[config.mk]
export PLATFORM = sky130hd
export DESIGN_NAME = trap_ctrl
export DESIGN_NICKNAME = d
export VERILOG_FILES = /design/src/rtl/trap_ctrl.sv
export SDC_FILE = /design/constraint.sdc
export NUM_CORES = 1
export LEC_CHECK = 0
export BUFFER_PORTS_ARGS = -buffer_cell sky130_fd_sc_hd__buf_2
export CAP_MARGIN = 20
export CORE_MARGIN = 5
export CORE_UTILIZATION = 46
export CTS_CLUSTER_DIAMETER = 40
export DETAILED_ROUTE_END_ITERATION = 6
export GPL_TIMING_DRIVEN = 1
export PLACE_DENSITY = 0.81
export SYNTH_ARGS = -nofsm -noshare
export SYNTH_HDL_FRONTEND = slang
export SYNTH_SLANG_ARGS = --single-unit
[constraint.sdc]
create_clock -name clk -period 2 [get_ports clk]
set_input_delay 0.1 -clock clk [delete_from_list [all_inputs] [get_ports clk]]
set_output_delay 0.1 -clock clk [all_outputs]
set_load 0.02 [all_outputs]
[src/rtl/trap_ctrl.sv]
// Trap sequencer: owns the CSR unit's single access port. Writes mepc/mcause/
// mtval and reads mtvec on an exception, reads mepc on mret, then emits a
// one-cycle redirect. While idle the core's CSR accesses pass straight through.
module trap_ctrl #(
  parameter logic [31:0] MTVEC_ADDR  = 32'h305,
  parameter logic [31:0] MEPC_ADDR   = 32'h341,
  parameter logic [31:0] MCAUSE_ADDR = 32'h342,
  parameter logic [31:0] MTVAL_ADDR  = 32'h343
) (
  input  logic        clk,
  input  logic        rstn,
  input  logic        exc_valid,
  input  logic [31:0] exc_cause,
  input  logic [31:0] exc_pc,
  input  logic [31:0] exc_tval,
  input  logic        mret_valid,
  input  logic [31:0] core_csr_addr,
  input  logic [31:0] core_csr_din,
  input  logic        core_csr_we,
  output logic [31:0] core_csr_dout,
  output logic [31:0] csr_address,
  output logic [31:0] csr_din,
  output logic        csr_we,
  input  logic [31:0] csr_dout,
  output logic        busy,
  output logic        redirect_valid,
  output logic [31:0] redirect_pc,
  output logic        trap_lost
);

  typedef enum logic [2:0] {
    IDLE, W_EPC, W_CAUSE, W_TVAL, RD_TVEC, RD_EPC, REDIRECT
  } state_t;

  state_t      state, state_next;
  logic [31:0] cap_pc, cap_cause, cap_tval;

  // State register, captured trap fields, redirect target and lost-request flag
  always_ff @(posedge clk or negedge rstn) begin
    if (!rstn) begin
      state       <= IDLE;
      cap_pc      <= '0;
      cap_cause   <= '0;
      cap_tval    <= '0;
      redirect_pc <= '0;
      trap_lost   <= 1'b0;
    end else begin
      state     <= state_next;
      trap_lost <= (state != IDLE) && (exc_valid || mret_valid);
      if (state == IDLE && exc_valid) begin
        cap_pc    <= exc_pc;
        cap_cause <= exc_cause;
        cap_tval  <= exc_tval;
      end
      // Handler targets are word-aligned: drop the low two bits of the read
      if (state == RD_TVEC || state == RD_EPC)
        redirect_pc <= csr_dout & ~32'h3;
    end
  end

  // Next-state selection and CSR port muxing
  always_comb begin
    state_next     = state;
    csr_address    = '0;
    csr_din        = '0;
    csr_we         = 1'b0;
    core_csr_dout  = '0;
    busy           = 1'b1;
    redirect_valid = 1'b0;
    case (state)
      IDLE: begin
        busy          = 1'b0;
        csr_address   = core_csr_addr;
        csr_din       = core_csr_din;
        csr_we        = core_csr_we;
        core_csr_dout = csr_dout;
        if (exc_valid)       state_next = W_EPC;
        else if (mret_valid) state_next = RD_EPC;
      end
      W_EPC: begin
        csr_address = MEPC_ADDR;
        csr_din     = cap_pc;
        csr_we      = 1'b1;
        state_next  = W_CAUSE;
      end
      W_CAUSE: begin
        csr_address = MCAUSE_ADDR;
        csr_din     = cap_cause;
        csr_we      = 1'b1;
        state_next  = W_TVAL;
      end
      W_TVAL: begin
        csr_address = MTVAL_ADDR;
        csr_din     = cap_tval;
        csr_we      = 1'b1;
        state_next  = RD_TVEC;
      end
      RD_TVEC: begin
        csr_address = MTVEC_ADDR;
        state_next  = REDIRECT;
      end
      RD_EPC: begin
        csr_address = MEPC_ADDR;
        state_next  = REDIRECT;
      end
      REDIRECT: begin
        redirect_valid = 1'b1;
        state_next     = IDLE;
      end
      default: state_next = IDLE;
    endcase
  end

endmodule
==> run summary, run 1 <==
Final period utilization: 0.9828
DRT Pass-1 Iters: 5
Synth warnings: 0
Num CTS Buffers: 17
Site Rows: 42
Post-route cell area: 10290 um^2
RR Endpoint: cap_pc[20]
Final min period: 1.966 ns
Setup Crit Path Kind: reg -> out
Area taken by multi-input logic gates: 2838 um^2
Distinct cells, synth: 24
Fill cells: 771
Reg2Reg Depth: 4
Max Cap Viol: 0
FF+latch count, synth: 130
VDD IR max: 0.7932 mV
Outcome: finished, final reports clean
H-tree Lvls: 4
FF-to-FF Start: state[2]
First-pass GRT wire length: 36460 um
Clock transition at the registers of the reported paths: 0.06 ns
Sequential fraction of the synthesis area: 0.5208
Routed Antenna Nets: 0
Final nets: 1135
Die Area: 16010 um^2
Vias in the first global route: 6671
Sequential Power Share: 0.294
Switching Fraction: 0.4021
Avg Cell Area, Syn: 13.07 um^2
DRC violations left: 0
I/O Pins: 329
Fin. Hold Viols: 0
Startpoint Class: flip-flop
CTS max path bufs: 2
Sink Count: 130
RD Place Congestion: 0.9309
NetSw: 0.006628 W
Layout cells sized above 1: 0.5405
Max Slew Vio Count: 0
Setup TNS: 0 ns
Cells after Synth: 478
Peak fanout along the critical path: 28
# port buffers: 326
Mapped cell area: 6246 um^2
Vias per cell: 5.260
Die Ht: 126.5 um
Slew at the pin with the worst max-slew slack: 0.7294 ns
Pwr Density: 1603 nW/um^2
Drt wl/cell: 21.73 um
Slew headroom: 0.5138
Internal power: 0.009857 W
Setup Skew: 0.005423 ns
Post-DP HPWL: 13790 um
Final setup fails: 0
GR Overflow Total: 0
Via count: 5960
R2r setup slk: 0.08 ns
RSZ-0062 raised after global routing: yes
Die Span X: 126.5 um
Crit path DAT: 1.87 ns
Register area: 3262 um^2
P&R area growth vs syn: 64.68%
Initial Util: 0.4698
Initial antenna violation count: 6
Required @ worst endpoint: 1.90 ns
Placed Area: 8083 um^2
Hold Path Class: in -> async
Core area: 13300 um^2
Leakage: 4.977 nW
Worst skew pair latency: 0.42 ns
Clk root buf: clkbuf_16
Final wirelength: 24620 um
CTS tree: built
Largest net degree at the start of global routing: 131
DR iter-0 viols: 334
CP Capture Type: output pin
Clock share of power: 0.184
FMAX: 508.8 MHz
Comb pwr share: 0.522
Total global routing track utilization: 0.2946
==> cell families (layout without fill, tap and decap cells) <==
kind of cell | after synthesis | in the layout | synth area share
and+or+nand+nor | 77 | 78 | 0.07592
other | 1 | 8 | 0.0006004
buffers and inverters | 40 | 511 | 0.03165
AOI/OAI and AO/OA | 40 | 40 | 0.04126
DFF | 130 | 130 | 0.5208
muxes | 190 | 190 | 0.3297
==> cells in the final DEF (no fill, tap or decap), types with 3 or more instances in the layout <==
cell | synthesis | final
clkinvlp_4 | 0 | 3
clkinv_2 | 0 | 3
clkbuf_16 | 0 | 20
nor2_1 | 8 | 8
buf_12 | 0 | 6
mux2i_1 | 64 | 62
diode_2 | 0 | 6
and2_1 | 58 | 57
o22ai_1 | 32 | 31
nand2b_1 | 4 | 4
buf_6 | 0 | 4
buf_2 | 17 | 289
buf_4 | 7 | 42
mux2_2 | 126 | 126
o21a_1 | 3 | 3
dlygate4sd3_1 | 0 | 130
dfrtp_1 | 130 | 127
clkbuf_8 | 0 | 5
==> cell usage after synthesis <==
master / count / area, um^2
o21ai_0: 1 / 5.000
buf_1: 3 / 11.26
nor2_1: 8 / 30.03
nand2b_1: 4 / 25.02
a2bb2oi_1: 1 / 8.760
a211oi_1: 1 / 7.510
conb_1: 1 / 3.750
o21a_1: 3 / 22.52
o2bb2ai_1: 1 / 8.760
o22ai_1: 32 / 200.2
clkbuf_1: 11 / 41.29
or2_2: 1 / 6.260
dfrtp_1: 130 / 3253
buf_2: 17 / 85.08
mux2_2: 126 / 1419
inv_1: 2 / 7.510
nor3b_1: 1 / 7.510
buf_4: 7 / 52.55
a21oi_1: 1 / 5.000
and2_1: 58 / 362.9
nand2_1: 1 / 3.750
nor4b_4: 1 / 23.77
mux2i_1: 64 / 640.6
nor3_1: 3 / 15.01
==> worst max-delay path by stage <==
stage	startpoint	cells past startpoint	endpoint	slack (ns)
final	state[0]	4	csr_din[6]	0.03
after floorplan	state[1]	4	csr_address[8]	0.36
after global routing	state[1]	6	csr_address[24]	-0.03
after CTS	state[0]	4	csr_din[20]	0.01
after detailed placement	state[2]	3	csr_din[30]	0.17
after global placement	state[2]	4	cap_cause[0]	0.25
==> sequential cells by signal (all words and copies together) (netlist names) <==
register / flops
state: 3
trap_lost: 1
cap_cause: 32
redirect_pc: 30
cap_pc: 32
cap_tval: 32
==> stage by stage <==
| step | power, W | hold slack (ns) | setup slack [ns] | instances | utilization |
|---|---|---|---|---|---|
| finish | 0.01649 | 0.3220 | 0.03449 | 1133 | 0.7737 |
| global route | 0.01723 | 0.4108 | -0.02811 | 1133 | 0.7737 |
| CTS | 0.01577 | 0.3759 | 0.009563 | 1122 | 0.7555 |
| detailed placement | 0.01225 | 0.2772 | 0.1714 | 956 | 0.6079 |
| global placement | 0.01196 | 0.2579 | 0.2453 | 956 | 0.6079 |
| floorplan | 0.009833 | -0.1956 | 0.3578 | 479 | - |
==> critical path, stage by stage, from the launching register on <==
cell and delay, ns:
dfrtp_4 0.49, buf_12 0.24, mux2i_2 0.38, o22ai_1 0.14
buf_2 0.18
==> layout make-up <==
type	instances	area share
timing repair buffer	477	0.3272
tap	176	0.02141
multi-input combinational	310	0.2759
sequential	130	0.3171
inverter	2	0.0007298
antenna	6	0.001460
clock inverter	8	0.007420
clock buffer	24	0.04878
==> power groups by stage <==
stage	registers, W	clock network (W)	logic [W]
floorplan	0.00495	0	0.00489
global placement	0.00467	0	0.00729
detailed placement	0.00478	0	0.00747
CTS	0.00476	0.00306	0.00794
global route	0.00499	0.00318	0.00905
finish	0.00485	0.00303	0.00861
==> per-layer routing <==
layer  track usage  wire, um  vias up
li1              -         -     2626
met1        0.3035      8417     2919
met2        0.5364     13150      326
met3       0.08239      1765       89
met4        0.1621      1286        0
met5             0         0        -
==> what timing repair did <==
action,4_1_cts,5_1_grt
setup endpoints to repair,90,42
pin swaps,2,1
resized for setup,8,47
hold endpoints to repair,258,0
hold buffers,130,0
setup buffers,2,2
cloned,2,3
Power figures use the tool's default switching activity.
==> run 2, diff against run 1 <==
Settings changed: RECOVER_POWER set to 100, TNS_END_PERCENT set to 10.
==> run 2 against run 1 <==
Register-to-register slack improved by 0.06 ns. Non-clock buffer count fell by 2. Sequential cell count did not move. Core utilization fell by 0.54 points. Sequential power barely moved. Final cell count fell by 0.18%. Worst setup slack got worse by 0.0049 ns. Hold slack improved by 0.13 ns. Critical endpoint unchanged. Largest power group unchanged. Highest routed layer is now met5.
==> run summary, run 2 (same netlist as run 1, synthesis figures left out) <==
Slew headroom: 0.1977 (-0.3160)
WHS: 0.4510 ns (+0.1289 ns)
Critical path cell sequence: buf_12 -> mux2i_1 -> o22ai_1 -> buf_2
Commonest non-fill, non-tap cell in the layout: buf_2
Final min period: 1.970 ns (+0.004921 ns)
Num CTS Buffers: 17 (unchanged)
DRC violations left: 0 (unchanged)
DR iter-0 viols: 319 (-4.5%)
Setup TNS: 0 ns (unchanged)
Max Slew Vio Count: 0 (unchanged)
Total global routing track utilization: 0.2946 (unchanged)
FMAX: 507.5 MHz (-0.25%)
Via count: 5976 (+0.27%)
Vias per cell: 5.284 (+0.45%)
Clk root buf: clkbuf_16
Worst path top cell family by delay: flip-flops
Worst skew pair latency: 0.42 ns (about the same)
Post-route insts no fill: 1131 (-0.18%)
WP buf/inv: 2 (unchanged)
Top flop regs: cap_cause: 32 flops, cap_pc: 32 flops, cap_tval: 32 flops
Die Area: 16010 um^2 (unchanged)
Fin. Hold Viols: 0 (unchanged)
Vias in the first global route: 6671 (unchanged)
# port buffers: 326 (unchanged)
Comb pwr share: 0.516 (-0.006)
Internal power: 0.009726 W (-1.3%)
Startpoint Class: flip-flop
Required @ worst endpoint: 1.90 ns (about the same)
DRT Pass-1 Iters: 4 (-1)
Pwr Density: 1600 nW/um^2 (-0.20%)
Outcome: finished, final reports clean
Leading cell types in the layout, fill and taps excluded: buf_2 (258), dlygate4sd3_1 (130), dfrtp_1 (127)
Final wirelength: 24530 um (-0.37%)
Switching Fraction: 0.4048 (+0.002698)
Sink Count: 130 (unchanged)
Peak fanout along the critical path: 28 (unchanged)
Routed Antenna Nets: 0 (unchanged)
Hold Path Class: in -> reg
Final period utilization: 0.9852 (+0.002460)
Final setup fails: 0 (unchanged)
Setup Crit Path Kind: reg -> out
VDD IR max: 0.7903 mV (-0.36%)
CTS max path bufs: 2 (unchanged)
Die Span X: 126.5 um (unchanged)
Max Cap Viol: 0 (unchanged)
First-pass GRT wire length: 36460 um (unchanged)
Placed instance count: 956 (unchanged)
Clock share of power: 0.185 (about the same)
RD Place Congestion: 0.9309 (unchanged)
Largest net degree at the start of global routing: 131 (unchanged)
P&R area growth vs syn: 63.54%
Clock transition at the registers of the reported paths: 0.05 ns (about the same)
Setup Skew: 0.006345 ns (+0.0009221 ns)
Initial antenna violation count: 7 (+1)
Slowest CP cell: dfrtp_4
Placed Area: 8083 um^2 (unchanged)
I/O Pins: 329 (unchanged)
Crit path DAT: 1.87 ns (about the same)
H-tree Lvls: 4 (unchanged)
Post-route cell area: 10210 um^2 (-0.69%)
Fill cells: 795 (+3.1%)
Die Ht: 126.5 um (unchanged)
Drt wl/cell: 21.69 um (-0.19%)
Leakage: 4.877 nW (-2.0%)
GR Overflow Total: 0 (unchanged)
Post-DP HPWL: 13790 um (unchanged)
Slew at the pin with the worst max-slew slack: 1.203 ns (+0.4740 ns)
Area taken by multi-input logic gates: 2831 um^2 (-0.22%)
CP Capture Type: output pin
NetSw: 0.006613 W (-0.22%)
Core area: 13300 um^2 (unchanged)
CP peak stage delay: 0.49 ns (about the same)
Layout cells sized above 1: 0.5058 (-0.03469)
RSZ-0062 raised after global routing: yes
Site Rows: 42 (unchanged)
Register area: 3259 um^2 (about the same)
CTS tree: built
Sequential Power Share: 0.299 (+0.005)
Initial Util: 0.4698 (unchanged)
Final nets: 1133 (-0.18%)
## run 2: metal layers
metal | global-route usage | part of all wire
met4 | 0.1621 | 0.054
met2 | 0.5364 | 0.53
met1 | 0.3035 | 0.34
met3 | 0.08239 | 0.076
met5 | 0 | 0.00053
## run 2: power by group through the flow
stage | Sequential (W) | Clock (W) | Combinational (W)
floorplan | 0.00495 | 0 | 0.00489
global placement | 0.00467 | 0 | 0.00729
CTS | 0.00476 | 0.00306 | 0.00794
global route | 0.00502 | 0.00318 | 0.00889
finish | 0.00488 | 0.00302 | 0.00844
detailed placement | 0.00478 | 0 | 0.00747
## run 2: final cells by class
cell class	instances	area share
Clock inverter	8	0.007472
Inverter	2	0.0007349
Tap cell	176	0.02156
Multi-Input combinational cell	310	0.2772
Antenna cell	6	0.001470
Sequential cell	130	0.3191
Timing Repair Buffer	475	0.3234
Clock buffer	24	0.04912
## run 2: worst register-to-register path: stages (launching register included)
cell and delay, ns:
dfrtp_2 0.40, buf_4 0.17, nor4b_4 0.38, buf_12 0.35, mux2_2 0.44
## run 2: path summary, 6_finish.rpt
kind | slack (ns) | cells after the start | start | endpoint
setup / recovery | 0.03 | 4 | state[0] | csr_din[6]
hold / removal | 0.45 | 3 | exc_tval[11] | cap_tval[11]
setup reg to reg | 0.14 | 4 | state[1] | cap_pc[20]
hold reg to reg | 0.50 | 1 | cap_tval[11] | cap_tval[11]
max in group asynchronous | 0.50 | 3 | rstn | state[0]
min in group asynchronous | 0.54 | 3 | rstn | cap_tval[11]
## run 2: metrics by stage
stage | utilization | power (W) | setup WS, ns
3_3_place_gp | 0.6079 | 0.01196 | 0.2453
5_1_grt | 0.7683 | 0.01710 | -0.02874
4_1_cts | 0.7555 | 0.01577 | 0.009563
2_1_floorplan | - | 0.009833 | 0.3578
3_5_place_dp | 0.6079 | 0.01225 | 0.1714
6_report | 0.7683 | 0.01634 | 0.02957
## run 2: what timing repair did
item	4_1_cts	5_1_grt
resized for setup	8	45
setup buffers	2	0
cloned	2	3
hold buffers	130	0
pin swaps	2	1
endpoints found under the setup margin	90	42
endpoints found under the hold margin	258	0
==> run 3, diff against run 2 <==
==> constraint.sdc (replaced) <==
create_clock -name clk -period 2 [get_ports clk]
set_input_delay 0.2 -clock clk [delete_from_list [all_inputs] [get_ports clk]]
set_output_delay 0.2 -clock clk [all_outputs]
set_load 0.02 [all_outputs]
==> run 3 against run 2 <==
The run now ends with setup timing left. Non-clock buffer count decreased by 116. Clock power rose by 2%. Sequential cell count unchanged. Total power is 1.7% higher. Critical path depth increased by 2. First-iteration DRC count is 31% lower. Clock skew increased by 0.0043 ns. Sequential share of layout area up 2.7 points. Core utilization is 6.0 points lower. Global-route usage fell by 6.1 points. Final cell count decreased by 11%. Register-to-register slack worse by 0.12 ns. Critical endpoint is now core_csr_dout[15]. Highest routed layer unchanged.
==> run summary, run 3 (same netlist as run 1, synthesis figures left out) <==
Startpoint Class: flip-flop
P&R area growth vs syn: 50.72%
Max Cap Viol: 0 (unchanged)
Slew at the pin with the worst max-slew slack: 1.322 ns (+0.1187 ns)
Place WS: 0.1852 ns (+0.01380 ns)
CTS max path bufs: 2 (unchanged)
R2r setup slk: 0.02 ns (-0.12 ns)
Setup Skew: 0.01067 ns (+0.004329 ns)
Reg2Reg Depth: 4 (unchanged)
Initial Util: 0.4698 (unchanged)
N_diodes: 0 (-6)
Leading cell types in the layout, fill and taps excluded: buf_2 (228), dfrtp_1 (127), mux2_2 (126)
Site Rows: 42 (unchanged)
NetSw: 0.006310 W (-4.6%)
Hold Path Stages: 2 (-1)
I/O Pins: 329 (unchanged)
Largest net degree at the start of global routing: 64 (-51%)
DRC violations left: 0 (unchanged)
Comb pwr share: 0.530 (+0.014)
First-pass GRT wire length: 29180 um (-20%)
GR Overflow Total: 0 (unchanged)
Post-DP HPWL: 14050 um (+1.9%)
Fill cells: 933 (+17%)
Clk root buf: clkbuf_16
# port buffers: 326 (unchanged)
Final wirelength: 20090 um (-18%)
DR iter-0 viols: 220 (-31%)
Final nets: 1016 (-10%)
Die Ht: 126.5 um (unchanged)
Leakage: 4.544 nW (-6.8%)
Final min period: 2.027 ns (+0.05704 ns)
Layout cells sized above 1: 0.6382 (+0.1324)
Switching Fraction: 0.3798 (-0.02497)
Final period utilization: 1.014 (+0.02852)
Drt wl/cell: 19.93 um (-8.1%)
Pwr Density: 1765 nW/um^2 (+10%)
Final setup fails: 2 (+2)
Die Area: 16010 um^2 (unchanged)
Num CTS Buffers: 17 (unchanged)
H-tree Lvls: 4 (unchanged)
Routed Antenna Nets: 0 (unchanged)
DRT Pass-1 Iters: 4 (unchanged)
VDD IR max: 1.078 mV (+36%)
Worst skew pair latency: 0.42 ns (about the same)
Sequential Power Share: 0.285 (-0.014)
Initial antenna violation count: 1 (-6)
RSZ-0062 raised after global routing: yes
Via count: 5293 (-11%)
Core area: 13300 um^2 (unchanged)
Crit path DAT: 1.83 ns (-0.04 ns)
Max Slew Vio Count: 0 (unchanged)
RD Place Congestion: 0.9016 (-3.1%)
RR Endpoint: cap_pc[3]
Setup Crit Path Kind: reg -> out
Hold_sp: exc_cause[11]
Die Span X: 126.5 um (unchanged)
CP Capture Type: output pin
FMAX: 493.2 MHz (-2.8%)
Setup TNS: -0.03559 ns (-0.03559 ns)
Min-Delay Endpoint: cap_cause[11]
Violated checks: setup timing
Sink Count: 130 (unchanged)
Hold Path Class: in -> reg
Vias in the first global route: 5731 (-14%)
Slew headroom: 0.1186 (-0.07915)
Required @ worst endpoint: 1.80 ns (-0.10 ns)
CTS tree: built
FF-to-FF Start: state[0]
Top flop regs: cap_cause: 32 flops, cap_pc: 32 flops, cap_tval: 32 flops
Peak fanout along the critical path: 8 (-71%)
Clock transition at the registers of the reported paths: 0.06 ns (about the same)
Commonest non-fill, non-tap cell in the layout: buf_2
Outcome: finished, violations left
Fin. Hold Viols: 0 (unchanged)
Total global routing track utilization: 0.2332 (-0.06135)
Internal power: 0.01030 W (+6.0%)
Clock share of power: 0.185 (about the same)
Vias per cell: 5.251 (-0.62%)
PnR worst setup slack: -0.02747 ns (-0.05704 ns)
==> run 3: changes by cell type in the layout (fill, tap and decap cells not counted), sizes merged <==
cell,previous run,this run
buf,309,327
bufbuf,0,1
bufinv,1,2
clkbuf,60,50
clkinv,4,5
clkinvlp,3,2
diode,6,0
dlygate4sd3,130,4
or2,2,1
==> run 3: worst max-delay path by stage <==
stage               startpoint                 to  slack (ns)  cells after the start
finish                state[1]  core_csr_dout[15]       -0.03                      6
global route          state[1]  core_csr_dout[15]       -0.09                      6
CTS                   state[2]  core_csr_dout[25]       -0.05                      6
detailed placement    state[0]          cap_pc[1]        0.19                      3
global placement      state[0]          cap_pc[5]        0.24                      3
floorplan             state[1]     csr_address[8]        0.26                      4
==> run 3: power groups by stage <==
stage          sequential, W  combinational [W]  clock [W]
6_report             0.00473            0.00881    0.00308
5_1_grt              0.00490            0.00934    0.00324
4_1_cts              0.00473            0.00808    0.00312
3_5_place_dp         0.00476            0.00759          0
3_3_place_gp         0.00466            0.00737          0
2_1_floorplan        0.00495            0.00489          0
==> run 3: timing repair <==
action / in CTS / in global routing
cloned: 2 / 5
hold endpoints to repair: 25 / 0
buffers inserted: 4 / 4
hold buffers: 4 / 0
endpoints found under the setup margin: 83 / 91
gates resized for setup: 46 / 118
pin swaps: 1 / 23
==> run 3: final cells by class <==
type,count,area [um^2],share of cell area
multi-input cells,309,2910,0.3091
clock buffers,23,488.0,0.05183
repair buffers,359,2425,0.2576
well taps,176,220.2,0.02339
clock inverters,9,103.9,0.01103
flip-flops and latches,130,3259,0.3462
inverters,2,7.507,0.0007974
==> run 3: per-layer routing <==
metal	up-vias	wire length [um]	GRT usage
met2	253	10630	0.4262
li1	2395	-	-
met5	-	13	0
met3	48	1644	0.07734
met1	2595	7175	0.2381
met4	2	629	0.1123
==> run 3: worst max-delay path: stages (launching register included) <==
cell	delay [ns]
dfrtp_2	0.42
buf_6	0.13
nor3_4	0.22
buf_6	0.18
clkbuf_16	0.16
and2_1	0.15
buf_4	0.15
==> run 3: per-stage QoR <==
step	utilization	instances	hold slack [ns]	total power [W]	instance area, um^2
finish	0.7081	1008	0.01158	0.01662	9414
global route	0.7081	1008	0.001664	0.01748	9414
CTS	0.6744	999	0.0001226	0.01593	8966
detailed placement	0.6104	957	0.1243	0.01235	8115
global placement	0.6104	957	0.1170	0.01203	8115
floorplan	-	479	-0.09559	0.009833	6250
